`src/rtl/wb_uart_rx.sv`:
```
// wb_uart_rx: 8N1 UART receiver with a single-entry byte buffer read over a
// Wishbone B4 pipelined port. Flags framing errors (pulse) and overruns (sticky).
module wb_uart_rx #(
  parameter int unsigned TICKS_PER_BAUD = 8
) (
  input  logic       i_wb_clk,
  input  logic       i_wb_rst,
  input  logic       i_uart_rx,
  input  logic       i_wb_stb,
  output logic       o_wb_stall,
  output logic       o_wb_ack,
  output logic [7:0] o_wb_data,
  output logic       o_frame_err,
  output logic       o_overrun
);

  localparam logic [7:0] HALF_M1 = 8'(TICKS_PER_BAUD / 2 - 1);
  localparam logic [7:0] FULL_M1 = 8'(TICKS_PER_BAUD - 1);

  typedef enum logic [1:0] {IDLE, START, DATA, STOP} state_t;

  state_t     state, state_n;
  logic       rx_meta, rx_s;
  logic [7:0] cnt, cnt_n;
  logic [2:0] bit_idx, bit_idx_n;
  logic [7:0] shreg, shreg_n;
  logic       byte_done;
  logic       frame_err_n;

  logic [7:0] buf_data;
  logic       valid;
  logic       ack;
  logic [7:0] rd_data;
  logic       frame_err;
  logic       overrun;
  logic       rd_accept;

  assign rd_accept   = i_wb_stb && valid;
  assign o_wb_stall  = !valid;
  assign o_wb_ack    = ack;
  assign o_wb_data   = rd_data;
  assign o_frame_err = frame_err;
  assign o_overrun   = overrun;

  // Two-flop synchronizer for the asynchronous serial input; idles high.
  always_ff @(posedge i_wb_clk or posedge i_wb_rst) begin
    if (i_wb_rst) begin
      rx_meta <= 1'b1;
      rx_s    <= 1'b1;
    end else begin
      rx_meta <= i_uart_rx;
      rx_s    <= rx_meta;
    end
  end

  // Receiver state register with its baud counter, bit index and shifter.
  always_ff @(posedge i_wb_clk or posedge i_wb_rst) begin
    if (i_wb_rst) begin
      state   <= IDLE;
      cnt     <= '0;
      bit_idx <= '0;
      shreg   <= '0;
    end else begin
      state   <= state_n;
      cnt     <= cnt_n;
      bit_idx <= bit_idx_n;
      shreg   <= shreg_n;
    end
  end

  // Next-state logic: mid-bit start check, full-bit data/stop sampling.
  always_comb begin
    state_n     = state;
    cnt_n       = cnt;
    bit_idx_n   = bit_idx;
    shreg_n     = shreg;
    byte_done   = 1'b0;
    frame_err_n = 1'b0;
    case (state)
      IDLE: begin
        cnt_n = '0;
        if (!rx_s) state_n = START;
      end
      START: begin
        if (cnt == HALF_M1) begin
          cnt_n = '0;
          if (rx_s) begin
            state_n = IDLE;
          end else begin
            state_n   = DATA;
            bit_idx_n = '0;
          end
        end else begin
          cnt_n = cnt + 8'd1;
        end
      end
      DATA: begin
        if (cnt == FULL_M1) begin
          cnt_n   = '0;
          shreg_n = {rx_s, shreg[7:1]};
          if (bit_idx == 3'd7) state_n = STOP;
          else                 bit_idx_n = bit_idx + 3'd1;
        end else begin
          cnt_n = cnt + 8'd1;
        end
      end
      STOP: begin
        if (cnt == FULL_M1) begin
          cnt_n   = '0;
          state_n = IDLE;
          if (rx_s) byte_done   = 1'b1;
          else      frame_err_n = 1'b1;
        end else begin
          cnt_n = cnt + 8'd1;
        end
      end
      default: state_n = IDLE;
    endcase
  end

  // Byte buffer, Wishbone read response and status flags.
  always_ff @(posedge i_wb_clk or posedge i_wb_rst) begin
    if (i_wb_rst) begin
      buf_data  <= '0;
      valid     <= 1'b0;
      ack       <= 1'b0;
      rd_data   <= '0;
      frame_err <= 1'b0;
      overrun   <= 1'b0;
    end else begin
      ack       <= rd_accept;
      rd_data   <= rd_accept ? buf_data : '0;
      frame_err <= frame_err_n;
      if (rd_accept) begin
        // A byte landing in the read cycle refills the buffer; nothing is lost.
        overrun <= 1'b0;
        if (byte_done) buf_data <= shreg;
        else           valid    <= 1'b0;
      end else if (byte_done) begin
        if (valid) begin
          overrun <= 1'b1;
        end else begin
          buf_data <= shreg;
          valid    <= 1'b1;
        end
      end
    end
  end

endmodule

```
`config.mk`:
```
export PLATFORM = sky130hd
export DESIGN_NAME = wb_uart_rx
export DESIGN_NICKNAME = d
export VERILOG_FILES = /design/src/rtl/wb_uart_rx.sv
export SDC_FILE = /design/constraint.sdc
export NUM_CORES = 1
export LEC_CHECK = 0
export ABC_AREA = 1
export ABC_CLOCK_PERIOD_IN_PS = 1600
export BUFFER_PORTS_ARGS = -buffer_cell sky130_fd_sc_hd__buf_2
export CORE_MARGIN = 1.5
export CORE_UTILIZATION = 58
export CTS_CLUSTER_SIZE = 10
export DETAILED_ROUTE_END_ITERATION = 8
export PLACE_DENSITY = 0.78
export SYNTH_ARGS = -nofsm -noshare
export SYNTH_HDL_FRONTEND = slang
export SYNTH_SLANG_ARGS = --single-unit
```
`constraint.sdc`:
```
create_clock -name i_wb_clk -period 1.6 [get_ports i_wb_clk]
set_input_delay 0 -clock i_wb_clk [delete_from_list [all_inputs] [get_ports i_wb_clk]]
set_output_delay 0 -clock i_wb_clk [all_outputs]
set_load 0.02 [all_outputs]
```
Word level (Yosys, flattened, before mapping)
Index checks and enable logic that the tools add are counted.

Register bits after elaboration: 43. Latch bits: 0. RAM bits: 0. Bits in read-only memories: 0. Bits of input ports: 4. Output and inout bits: 12. Logic and storage cells: 74. Memories kept: 0.

Add/sub/neg operators: 2. Multiply operators: 0. Div/mod/pow operators: 0. Order comparisons: 0. Equal/unequal tests: 15. Shifts and indexed selects: 0. Multiplexer cells: 32. Bitwise gates (word level): 0. Reductions and logical operators: 13.

Operators by type and width (count): 8-bit 2-to-1 mux (7); 8-bit case mux with 3 select lines (1); 2-bit inequality test (second input constant) (8); 1-bit 2-to-1 mux (12); 2-bit 2-to-1 mux (6); 3-bit 2-to-1 mux (4); 5-bit AND reduction (2); 8-bit by 1-bit adder with 8-bit output (second input constant) (1); 8-bit by 2-bit equality test with 1-bit output (second input constant) (1); 8-bit by 3-bit equality test with 1-bit output (second input constant) (1); 2-bit case mux with 4 select lines (1); 2-bit AND reduction (4); 3-bit case mux with 2 select lines (1); 2-bit nonzero test (3); 2-bit equality test (second input constant) (2); 3-bit by 1-bit adder with 3-bit output (second input constant) (1); 3-bit equality test (second input constant) (1); 2-bit by 1-bit equality test with 1-bit output (second input constant) (1); 2-bit logical NOT (1); 2-bit by 1-bit inequality test with 1-bit output (second input constant) (1); 2-bit OR reduction (1); 1-bit logical AND (1); 1-bit logical NOT (1).

Longest topological paths before layout
Gate-level depths: netlist of run 1.

Depth in word-level cells: 5. Gate-level depth with buffers: 8. Gate-level depth less buffers: 8.

Worst setup path before layout of run 1
OpenSTA, ideal clock, no wires.

Path type: register -> register. Start point: reg cnt[0]. End point: reg valid. Library setup time: 0.133 ns. Arrival: 1.349 ns. Data required time: 1.467 ns. Path slack: 0.118 ns. Stages on the path, launching flop included: 8. Path buffers: 0. Period minus slack after synthesis: 1.482 ns. Path through: dfrtp_1 -> ha_1 -> nand3_4 -> nor2_8 -> nand3_1 -> ha_1 -> nand2_1 -> o21ai_0.

Longest elaborated chain between the ends: 5. Elaborated cells on any way between the ends: 6. Those cells by class: eq/ne (2); mux (2); reduce/logical (2).

RTL lines: start: declaration (RTL line 24) `logic [7:0] cnt, cnt_n;`; start signal: assignment (RTL line 65) `cnt <= cnt_n;`; 8-bit by 3-bit equality test with 1-bit output (*) (RTL line 108) `if (cnt == FULL_M1) begin`; 1-bit 2-to-1 mux (*) (RTL line 108); 1-bit 2-to-1 mux (*) (RTL line 79) `case (state)`; 2-bit inequality test (no source line) / 2-bit nonzero test (equally long branches); 2-bit AND reduction (no source line) (*); end signal: assignment (RTL line 125) `valid <= 1'b0;`; end signal: assignment (RTL line 138) `else valid <= 1'b0;`; end signal: assignment (RTL line 144) `valid <= 1'b1;`; end: declaration (RTL line 31) `logic valid;`.

Mark *: on every way between the ends. The rest lies on a longest branch, timed or not. A chain may end at the register's enable or synchronous reset.

Worst setup path in the final report of run 1
Same ends and word-level chain as after synthesis.

==> out/results.ini, run 1 <==
[run_status]
status=finished, final reports clean

[synth]
synthCells=188
ys_warn_count=0
syn-cell-area_um2=1860
syn_nets=196
synth_cell_types=28
yosysSeqAreaShare_pct=58.0
ys_seq_elements=43
syn_area_per_cell_um2=9.88

[sta]
slew_headroom_pct=65.7
drv_slew=0
worst_pin_slew_ns=0.514
setup_viol_count_final=0
layout_setup_ws_ns=0.0857
max_freq_mhz=660
min_period_ns=1.51
period_share_pct=94.6
skew_ns=0.0120
hold_viol=0

[drt]
drt_iter0_drc=75
viasPerCell=4.93
post_drt_wl_per_cell_um=12.3
drt_first_pass_iters=4
wl_um=3280
remaining_drc_errors=0
vias=1311
antenna_left=0

[placed_design]
dpl.hpwl_um=2230
numPortBuffers=15
finalWeightedCongestion=0.754
dp.cells=247
dp_slack_ns=0.0464
dpl_cell_area_um2=1990

[cts]
cts.sinks=43
clk_pin_slew_ns=0.13
clk_latency_ns=0.35
clk_path_buf_depth=2
root_buffer=clkbuf_4
cts_buffers=5
cts_tree=done
htreeDepth=2

[floorplan]
die_h_um=59.6
die_area_um2=3550
die_x_um=59.6
start_util_pct=60.9
fp.coreArea_um2=3050
rows=20
ioPinCount=16

[worst_setup_path]
worstReg2RegStart=cnt[0]
crit_type=flip-flop to flip-flop
r2r_setup_slack_ns=0.09
critPathCaptureType=flip-flop
crit_chain=ha_2, nand3_4, nor2_8, nand3_1, ha_1, nand2_1, o21ai_0
cp-startpoint=cnt[0]
critical_path.max_stage_delay_ns=0.40
reg2reg_depth=7
cp_slowest_cell=dfrtp_1
start_kind=flip-flop
endpoint=valid
cp.arrival_ns=1.75
path_max_fanout=6
r2r-end=valid
required_ns=1.84

[global_routing]
grt_pass1_vias=1248
grt_overflow_total=0
globalRouteTotalUtil_pct=20.6
grt_pass1_wl_um=5280
grt_start_max_net_pins=44
antenna_found_initial=0

[power_and_ir_drop]
power_mw=2.97
p_per_area_nw_per_um2=1350
leakage_nw=1.08
vdd_drop_max_v=0.000711

[cells_and_area]
stdcell_area_um2=2190
areaGrowthSynthToFinish_pct=18.0
drive_above_1_share_pct=28.4
post_layout_nonfiller_instances=266
seqCellArea_um2=1080
fill_cells=228
diodes=0
multi_input_area_um2=671
nets=229

[worst_hold_path]
min_path_type=primary input to flip-flop
min_from=i_uart_rx

[run]
maxCapViolCount=0

[cell usage in the layout (no fill, tap or decap), types with 3 or more instances in the layout]
master         count
dfrtp_1           40
nand2_1           33
inv_1             26
nor2_1            24
buf_2             15
buf_4             11
o21ai_0           10
o21ai_2            9
nand3_1            7
clkbuf_4           5
nor2_2             4
nand2_2            3
or2_2              3
xor2_1             3
ha_1               3
dlygate4sd3_1      3
[per-stage QoR]
stage          setup TNS, ns  utilization (%)  hold slack, ns
4_1_cts                    0             69.5           0.273
5_1_grt             -0.00306             71.8           0.279
3_3_place_gp               0             65.2           0.107
2_1_floorplan              0                -         0.00448
3_5_place_dp               0             65.2           0.108
6_report                   0             71.8           0.289
[metal layers]
layer / routed length (um) / up-vias / global-route usage (%)
met5: 0 / - / 0
met4: 54 / 0 / 9.52
met3: 78 / 7 / 4.59
met2: 1670 / 16 / 35.2
met1: 1480 / 634 / 24.7
li1: - / 654 / -
[flip-flops by register name, summed over array words and instances (netlist names), named ones only]
name / cells
buf_data: 8
cnt: 8
o_wb_data: 8
shreg: 8
bit_idx: 3
o_frame_err: 1
o_overrun: 1
o_wb_ack: 1
rx_meta: 1
rx_s: 1
state: 1
valid: 1
[power by group]
part | total [mW] | switching [mW] | internal (mW)
clock network | 0.836 | 0.348 | 0.488
registers | 1.32 | 0.104 | 1.21
logic | 0.813 | 0.527 | 0.286
total | 2.97 | 0.980 | 1.99
[synthesized netlist by cell type (all sizes together)]
library cell | n | share of area (%)
nand2 | 37 | 8.3
dfstp | 2 | 2.8
nor3b | 1 | 0.40
dfrtp | 41 | 55
nand3 | 8 | 2.8
or2 | 3 | 1.0
inv | 26 | 5.3
buf | 2 | 0.88
a21oi | 4 | 1.5
clkbuf | 1 | 0.20
xor2 | 3 | 1.4
nor3 | 2 | 0.54
nand4 | 2 | 1.5
o21ai | 21 | 7.3
ha | 4 | 2.7
nor2 | 30 | 7.7
xnor2 | 1 | 0.47
[critical path: cells and delay by family, from the launching register on]
kind                       cells  cell delay [ns]
AOI/OAI and AO/OA              1             0.08
and+or+nand+nor                4             0.41
adders and majority gates      2             0.51
DFF                            1             0.40
[cell type report]
| cell class | count | share of cell area (%) |
|---|---|---|
| Clock inverter | 2 | 2.74 |
| Tap cell | 44 | 2.51 |
| Multi-Input combinational cell | 116 | 30.6 |
| Inverter | 26 | 4.45 |
| Sequential cell | 43 | 49.3 |
| Clock buffer | 6 | 1.88 |
| Timing Repair Buffer | 29 | 8.56 |
[cells by family (layout without fill, tap and decap cells)]
family / Yosys count / after routing / synth area share, %
adder cells (fa/ha/maj): 4 / 4 / 2.69
flip-flops: 43 / 43 / 58.0
AND/OR/NAND/NOR: 83 / 83 / 22.3
AO/OA/AOI/OAI: 25 / 25 / 8.75
buffers and inverters: 29 / 63 / 6.33
XOR/XNOR: 4 / 4 / 1.89
[how the worst min path moves through the flow]
stage | slack [ns] | cells after the start | end
global route | 0.28 | 2 | rx_meta
CTS | 0.27 | 2 | rx_meta
finish | 0.29 | 2 | rx_meta
detailed placement | 0.11 | 1 | rx_meta
global placement | 0.11 | 1 | rx_meta
floorplan | 0.004 | 0 | rx_meta
[repair_timing]
action                                 4_1_cts  5_1_grt
endpoints found under the hold margin       43        0
buffers inserted                             0        8
setup endpoints to repair                    0       17
hold buffers                                 3        0
gates resized for setup                      0        4
(Power assumes the default switching activity.)
==> run 2: changes to the inputs <==
ABC_AREA = default   (was 1)
==> out/results.ini, run 2 <==
[drt]
viasPerCell=5.18  ; was 4.93
post_drt_wl_per_cell_um=15.3  ; was 12.3 um
drt_first_pass_iters=4  ; unchanged
drt_iter0_drc=42  ; was 75
vias=1243  ; was 1311
remaining_drc_errors=0  ; unchanged
wl_um=3660  ; was 3280 um
antenna_left=0  ; unchanged

[worst_setup_path]
cp.arrival_ns=2.06  ; was 1.75 ns
r2r_setup_slack_ns=-0.21  ; was 0.09 ns
crit_chain=ha_2, and2_4, nand3_4, or4_4, mux2_4  ; was ha_2, nand3_4, nor2_8, nand3_1, ha_1, nand2_1, o21ai_0
cp_slowest_cell=or4_4  ; was dfrtp_1
critPathCaptureType=flip-flop  ; unchanged
critical_path.max_stage_delay_ns=0.53  ; was 0.40 ns
r2r-end=buf_data[1]  ; was valid
required_ns=1.85  ; was 1.84 ns
start_kind=flip-flop  ; unchanged
crit_type=flip-flop to flip-flop  ; unchanged
worstReg2RegStart=cnt[0]  ; unchanged
reg2reg_depth=5  ; was 7
path_max_fanout=8  ; was 6

[cells_and_area]
final_cell_mix=41 x dfrtp_1, 25 x buf_4, 16 x buf_2  ; was 40 x dfrtp_1, 33 x nand2_1, 26 x inv_1
drive_above_1_share_pct=42.3  ; was 28.4%
mostFrequentLayoutCell=dfrtp_1  ; unchanged
diodes=0  ; unchanged
stdcell_area_um2=2350  ; was 2190 um2
fill_cells=178  ; was 228
areaGrowthSynthToFinish_pct=28.1  ; was 18.0%
nets=203  ; was 229

[synth]
synth_top_flop_cell=dfrtp_1  ; unchanged
netlist_top_cells_area=dfrtp_1 56%, mux2_4 6.5%, mux2_2 4.9%, and3_1 3.7%, dfstp_2 2.9%  ; was dfrtp_1 55%, nand2_1 6.7%, inv_1 5.3%, nor2_1 5.1%, o21ai_2 3.8%
ys_warn_count=0  ; unchanged
synth.most_common_cell=dfrtp_1  ; unchanged
synth_top_area_share_pct=55.9  ; was 55.2%
synthArstFlopShare_pct=100  ; unchanged
synthCells=148  ; was 188
syn_nets=156  ; was 196
synth_cell_types=37  ; was 28
syn_area_per_cell_um2=12.4  ; was 9.88 um2
synth_edf_count=0  ; unchanged
synth_top_area_cell=dfrtp_1  ; unchanged
synthTopCellsByCount=41 x dfrtp_1, 11 x and3_1, 11 x nor2_1  ; was 41 x dfrtp_1, 33 x nand2_1, 26 x inv_1
ys_seq_elements=43  ; unchanged
yosysSeqAreaShare_pct=58.7  ; was 58.0%
syn-cell-area_um2=1840  ; was 1860 um2

[power_and_ir_drop]
p_per_area_nw_per_um2=1250  ; was 1350 nW/um2
power_mw=2.95  ; was 2.97 mW
vdd_drop_max_v=0.00111  ; was 0.000711 V
leakage_nw=1.24  ; was 1.08 nW

[worst_hold_path]
min_to=rx_meta  ; unchanged
min_from=i_uart_rx  ; unchanged
min_path_type=primary input to flip-flop  ; unchanged
hold_depth=2  ; unchanged

[sta]
setup_viol_count_final=15  ; was 0
slew_headroom_pct=65.5  ; was 65.7%
drv_slew=0  ; unchanged
worst_pin_slew_ns=0.517  ; was 0.514 ns
hold_viol=0  ; unchanged
min_period_ns=1.81  ; was 1.51 ns
period_share_pct=113  ; was 94.6%
skew_ns=0.00501  ; was 0.0120 ns
layout_setup_ws_ns=-0.211  ; was 0.0857 ns
rsz0062_at_grt=true
max_freq_mhz=552  ; was 660 MHz

[floorplan]
rows=20  ; unchanged
die_area_um2=3510  ; was 3550 um2
fp.coreArea_um2=3030  ; was 3050 um2
die_x_um=59.3  ; was 59.6 um
die_h_um=59.3  ; was 59.6 um
ioPinCount=16  ; unchanged
start_util_pct=60.7  ; was 60.9%

[cts]
htreeDepth=2  ; unchanged
clk_path_buf_depth=2  ; unchanged
clk_pin_slew_ns=0.13  ; about the same
clk_latency_ns=0.36  ; was 0.35 ns
cts_tree=done  ; unchanged
cts_buffers=5  ; unchanged
cts.sinks=43  ; unchanged
root_buffer=clkbuf_4  ; unchanged

[global_routing]
antenna_found_initial=0  ; unchanged
grt_pass1_vias=1276  ; was 1248
grt_overflow_total=0  ; unchanged
grt_start_max_net_pins=44  ; unchanged
grt_pass1_wl_um=5940  ; was 5280 um
globalRouteTotalUtil_pct=23.9  ; was 20.6%

[placed_design]
numPortBuffers=15  ; unchanged
finalWeightedCongestion=0.860  ; was 0.754
dpl_cell_area_um2=2120  ; was 1990 um2
dpl.hpwl_um=2500  ; was 2230 um

[run_status]
status=complete, but fails checks  ; was finished, final reports clean
violations=setup timing

[run]
maxCapViolCount=0  ; unchanged

==> run 2: final cells by class <==
| class | count | area [um2] | area share (%) |
|---|---|---|---|
| Sequential cell | 43 | 1080 | 45.8 |
| Multi-Input combinational cell | 90 | 786 | 33.4 |
| Timing Repair Buffer | 47 | 332 | 14.1 |
| Clock buffer | 7 | 65.1 | 2.76 |
| Tap cell | 44 | 55.1 | 2.34 |
| Inverter | 8 | 30.0 | 1.28 |
| Clock inverter | 1 | 7.51 | 0.319 |
==> run 2: worst max-delay path by stage <==
stage	cells past startpoint	slack [ns]	startpoint	endpoint
CTS	5	-0.20	cnt[3]	buf_data[1]
detailed placement	6	-0.27	cnt[1]	buf_data[5]
global placement	6	-0.16	cnt[0]	buf_data[0]
global route	7	-0.24	bit_idx[0]	bit_idx[2]
finish	5	-0.21	cnt[0]	buf_data[1]
floorplan	7	-0.25	cnt[0]	buf_data[0]
==> run 2: layer usage <==
metal / GRT usage, % / share of wire (%) / up-vias
met2: 41.8 / 53 / 30
met5: 0 / 0 / -
li1: - / - / 603
met1: 26.4 / 40 / 602
met3: 6.33 / 3.5 / 8
met4: 12.3 / 2.6 / 0
==> run 2: power breakdown <==
group	switching, mW	internal, mW
clock	0.356	0.257
sequential	0.0970	1.21
combinational	0.537	0.488
==> run 2: repair_timing <==
item,CTS,global route
pin swaps,6,6
endpoints found under the hold margin,48,0
setup endpoints to repair,27,27
gates cloned,1,0
hold buffers,3,0
resized for setup,19,6
buffers inserted,3,1
==> run 2: metrics by stage <==
stage          setup WS, ns  utilization [%]  cells  setup TNS (ns)  hold WS [ns]
3_3_place_gp         -0.159             70.1    225           -1.59         0.105
2_1_floorplan        -0.249                -    148           -2.39       0.00448
3_5_place_dp         -0.272             70.1    225           -3.85         0.109
5_1_grt              -0.244             77.7    240           -3.10         0.257
6_report             -0.211             77.7    240           -2.26         0.271
4_1_cts              -0.202             77.1    240           -2.28         0.263
==> run 2: kinds of logic (layout without fill, tap and decap cells) <==
kind of cell               count (synthesis)  count (layout)  share of synthesized area, %
muxes                                     18              18                          12.5
and+or+nand+nor                           46              46                          14.0
buffers and inverters                     15              63                          3.88
adders and majority gates                  4               4                          2.72
AOI/OAI and AO/OA                         16              16                          5.25
xor gates and xnor gates                   6               6                          2.86
DFF                                       43              43                          58.7
==> run 2: critical path, delay by kind of cell (launching register included) <==
kind / cells / cell delay (ns)
simple gates: 3 / 0.79
flops: 1 / 0.38
mux: 1 / 0.34
fa+ha+maj: 1 / 0.19
